$ cat config.mk
export PLATFORM = sky130hd
export DESIGN_NAME = regfile_bypass
export DESIGN_NICKNAME = d
export VERILOG_FILES = /design/src/rtl/regfile_bypass.sv
export SDC_FILE = /design/constraint.sdc
export NUM_CORES = 2
export LEC_CHECK = 0
export CORE_MARGIN = 2
export CORE_UTILIZATION = 50
export DETAILED_ROUTE_END_ITERATION = 16
export PLACE_DENSITY = 0.67
export SYNTH_ARGS = -nofsm -noshare
export SYNTH_HDL_FRONTEND = slang
export SYNTH_SLANG_ARGS = --single-unit
$ cat constraint.sdc
create_clock -name clk -period 3.9 [get_ports clk]
set_input_delay 0.78 -clock clk [delete_from_list [all_inputs] [get_ports clk]]
set_output_delay 0.78 -clock clk [all_outputs]
set_load 0.02 [all_outputs]
$ cat src/rtl/regfile_bypass.sv
// Parametrised register file with same-cycle write bypass, optional
// hardwired zero register and a serial valid/ready debug snapshot port.
module regfile_bypass #(
    parameter int DATA_W   = 32,
    parameter int ADDR_W   = 5,
    parameter int NUM_RD   = 2,
    parameter int ZERO_REG = 1
) (
    input  logic                     clk,
    input  logic                     rst,
    input  logic                     we,
    input  logic [ADDR_W-1:0]        waddr,
    input  logic [DATA_W-1:0]        wdata,
    input  logic [NUM_RD*ADDR_W-1:0] raddr,
    output logic [NUM_RD*DATA_W-1:0] rdata,
    input  logic                     dbg_start,
    input  logic                     dbg_ready,
    output logic                     dbg_valid,
    output logic [ADDR_W-1:0]        dbg_idx,
    output logic [DATA_W-1:0]        dbg_data,
    output logic                     dbg_last,
    output logic                     dbg_busy
);

    localparam int DEPTH = 1 << ADDR_W;
    localparam bit ZR    = (ZERO_REG != 0);

    localparam logic [0:0] IDLE = 1'b0;
    localparam logic [0:0] SCAN = 1'b1;

    localparam logic [ADDR_W-1:0] IDX_MAX = '1;

    logic [DATA_W-1:0] regs [DEPTH];
    logic [0:0]        state;
    logic [ADDR_W-1:0] idx;
    logic              wr_ok;

    assign wr_ok = we && !(ZR && waddr == '0);

    always_ff @(posedge clk) begin
        if (rst) begin
            for (int i = 0; i < DEPTH; i++) begin
                regs[i] <= '0;
            end
        end else if (wr_ok) begin
            regs[waddr] <= wdata;
        end
    end

    for (genvar i = 0; i < NUM_RD; i++) begin : g_rd
        logic [ADDR_W-1:0] a;
        logic [DATA_W-1:0] d;

        assign a = raddr[i*ADDR_W +: ADDR_W];

        // Bypass is held off during reset so reads see the cleared array.
        always_comb begin
            d = regs[a];
            if (ZR && a == '0) begin
                d = '0;
            end else if (we && !rst && waddr == a) begin
                d = wdata;
            end
        end

        assign rdata[i*DATA_W +: DATA_W] = d;
    end

    always_ff @(posedge clk) begin
        if (rst) begin
            state <= IDLE;
            idx   <= '0;
        end else begin
            case (state)
                IDLE: begin
                    if (dbg_start) begin
                        state <= SCAN;
                        idx   <= '0;
                    end
                end
                SCAN: begin
                    if (dbg_ready) begin
                        if (idx == IDX_MAX) begin
                            state <= IDLE;
                            idx   <= '0;
                        end else begin
                            idx <= idx + 1'b1;
                        end
                    end
                end
                default: begin
                    state <= IDLE;
                    idx   <= '0;
                end
            endcase
        end
    end

    // Debug data is the live stored value, never the bypassed one.
    assign dbg_valid = (state == SCAN);
    assign dbg_busy  = (state == SCAN);
    assign dbg_idx   = idx;
    assign dbg_data  = dbg_valid ? regs[idx] : '0;
    assign dbg_last  = dbg_valid && (idx == IDX_MAX);

endmodule

==> reports/results.ini <==
[cells_and_area]
nets = 4837
syn_to_final_growth_pct = 22.7
drive_above_1_share_pct = 36.9
fin_util_pct = 61.7
fillers = 9236

[timing]
period_needed_ns = 4.03
setup_violations = 30
max_freq_ghz = 0.248
fin_tns_setup_ns = -1.22
slew_violations = 0
hold_viol = 0
rsz0062_at_grt = true
skew_ns = 0.0131
period_share_pct = 103
worst_slew_pin_slew_ns = 0.980
max_slew_margin_pct = 34.7
setup_slack_ns = -0.128
hold_ws_ns = 0.523

[pwr]
swShare_pct = 27.6
p_leak_nw = 27.6
p_comb_share_pct = 18.4
power.total_mw = 30.1
power_density_nw_per_um2 = 390
p_int_mw = 21.8
clkPwrFrac_pct = 37.4
switchingPower_mw = 8.32
seqPwrFrac_pct = 44.2
peakVddDrop_mv = 0.500

[floorplan]
io_pins = 156
rows = 130
die_y_um = 359
initial_core_util_pct = 50.3
die_w_um = 359
core-area_um2 = 125000
die_area_um2 = 129000

[synthesis]
synth_edf_count = 1024
yosysUniqueCellTypes = 52
synth_ff_type = edfxtp_1
syn_area_um2 = 63100
netlist_instances = 4281
synth-seq-cells = 1035
synth_area_leader_cell = edfxtp_1
async_flop_share_pct = 0
synth_area_per_cell_um2 = 14.7
yosys_warnings = 0
synth_seq_area_share_pct = 49.1
ys_top_cells_by_area = edfxtp_1 (49%), mux4_2 (24%), and2_1 (9.9%)
synth.top_cell.area_share_pct = 48.8

[route]
drt-wirelength-per-cell_um = 42.9
routed_via_density = 7.49
routed_wirelength_mm = 282
drc = 0
drt_iter0_markers = 10405
num_vias = 49164
drt_pre_antenna_iters = 6
drtAntennaViolNets = 0

[cts]
cts_tree = done
cts_hold_buffers = 0
clkSlewWorstSetupHoldPaths_ns = 0.06
h-tree-depth = 3
root_buffer = clkbuf_16
cts.path.max_buffers = 3
cts_num_sinks = 1035
cts_made_buffers = 114
clock_latency_ns = 0.76

[grt]
grt_pass1_wl_mm = 378
grt_pass1_vias = 46319
grtUsageTotal_pct = 43.0
grt_max_degree = 61
grt.overflow.total = 0
antenna_found_initial = 31

[worst_setup_path]
endpoint_kind = output port
worstPathRequired_ns = 3.12
criticalPathCategory = reg2out
arrival_ns = 3.25
critPathMaxFanout = 8
cp-start-kind = flop

[outcome]
status = finished, violations left
violations = setup timing

[place]
io_buffer_count = 155
post-place-ws_ns = -0.740
dp_hpwl_mm = 175
gp_congestion = 1.00

[flow_run]
cap_violations = 0

[hold_path]
hold_path_class = reg2reg

==> logic make-up after synthesis <==
group / after synthesis / share of synthesized area (%)
xor gates and xnor gates: 10 / 0.139
buffers and inverters: 497 / 3.47
and+or+nand+nor: 1209 / 11.6
other: 1 / 0.00595
adders and majority gates: 2 / 0.0397
DFF: 1035 / 49.1
muxes: 1000 / 29.4
AOI/OAI and AO/OA: 527 / 6.24
==> metrics by stage <==
step	area (µm²)	std cells
floorplan	63200	4312
global placement	71400	6203
detailed placement	71400	6204
CTS	76500	6470
finish	77400	6567
global route	77300	6536
==> critical path, stage by stage (launching register included) <==
cell and delay [ns]:
dfxtp_4 0.42, buf_6 0.12, buf_12 0.15, buf_12 0.13
buf_12 0.13, mux4_2 0.49, mux4_2 0.50, a22o_4 0.33
buf_6 0.16
==> cells in the mapped netlist (all sizes together) (6+ instances only) <==
master,n
and2,1000
nand3b,8
mux4,684
dfxtp,11
nor2,52
o21ai,23
nand2,40
a221oi,12
o22ai,44
nor2b,9
nand3,48
xnor2,6
edfxtp,1024
o211ai,6
a22o,82
o221ai,32
mux2i,316
a22oi,146
a21oi,74
a32oi,6
a211oi,52
clkbuf,343
buf,152
o221a,17
or2,34
a221o,12
==> routing by layer <==
metal / wire length, µm / share of wire (%) / GRT usage [%]
met2: 119000 / 42 / 61.2
met4: 22800 / 8.1 / 28.9
met5: 119 / 0.042 / 0
met3: 47800 / 17 / 16.4
met1: 91600 / 33 / 54.7
==> final timing paths <==
| kind | start | to | slack (ns) | depth (start not counted) |
|---|---|---|---|---|
| worst max register to register | dbg_idx[0]$_SDFFE_PP0P_ | flop | 1.94 | 6 |
| worst min-delay path | dbg_idx[3]$_SDFFE_PP0P_ | flop | 0.52 | 2 |
| worst max-delay path | flop | dbg_data[30] | -0.13 | 8 |
| worst min register to register | dbg_idx[3]$_SDFFE_PP0P_ | flop | 0.52 | 2 |
==> power groups by stage <==
stage | logic [mW] | registers (mW) | clock network, mW
after global routing | 5.57 | 13.4 | 11.7
final | 5.55 | 13.3 | 11.3
after CTS | 5.25 | 13.3 | 11.2
after global placement | 5.09 | 13.5 | 0
after detailed placement | 5.09 | 13.5 | 0
after floorplan | 2.71 | 13.3 | 0
==> state kept, by name (all words and copies together) (netlist names), named ones only <==
| signal | flops |
|---|---|
| regs | 1024 |
| dbg_idx | 5 |
| dbg_busy | 1 |
==> cell usage in the layout (no fill, tap or decap), drive strengths merged, types with 13 or more instances in the layout <==
cell,n
and2,1000
a22oi,146
clkinv,47
o221ai,32
edfxtp,1024
mux4,684
a22o,82
clkdlybuf4s15,20
nand2,40
clkdlybuf4s50,45
nand3,48
a21oi,74
buf,753
diode,37
nor2,52
clkbuf,160
conb,32
o221a,17
mux2i,316
or2,34
a211oi,52
o21ai,23
bufinv,14
dlygate4sd2,13
o22ai,44
==> what timing repair did <==
action / in CTS / in global routing
setup buffers: 46 / 61
gates resized for setup: 416 / 108
endpoints found under the hold margin: 0 / 0
setup endpoints to repair: 94 / 75
pin swaps: 26 / 24
gates cloned: 9 / 8
==> layout make-up <==
cell class	instances	area [µm²]	area share, %
Timing Repair Buffer	850	9640	12.5
Multi-Input combinational cell	2780	30800	39.8
Clock inverter	68	703	0.909
Inverter	2	7.51	0.00970
Antenna cell	37	92.6	0.120
Clock buffer	145	3080	3.98
Tap cell	1650	2060	2.67
Sequential cell	1035	31000	40.0
(Power assumes the default switching activity.)
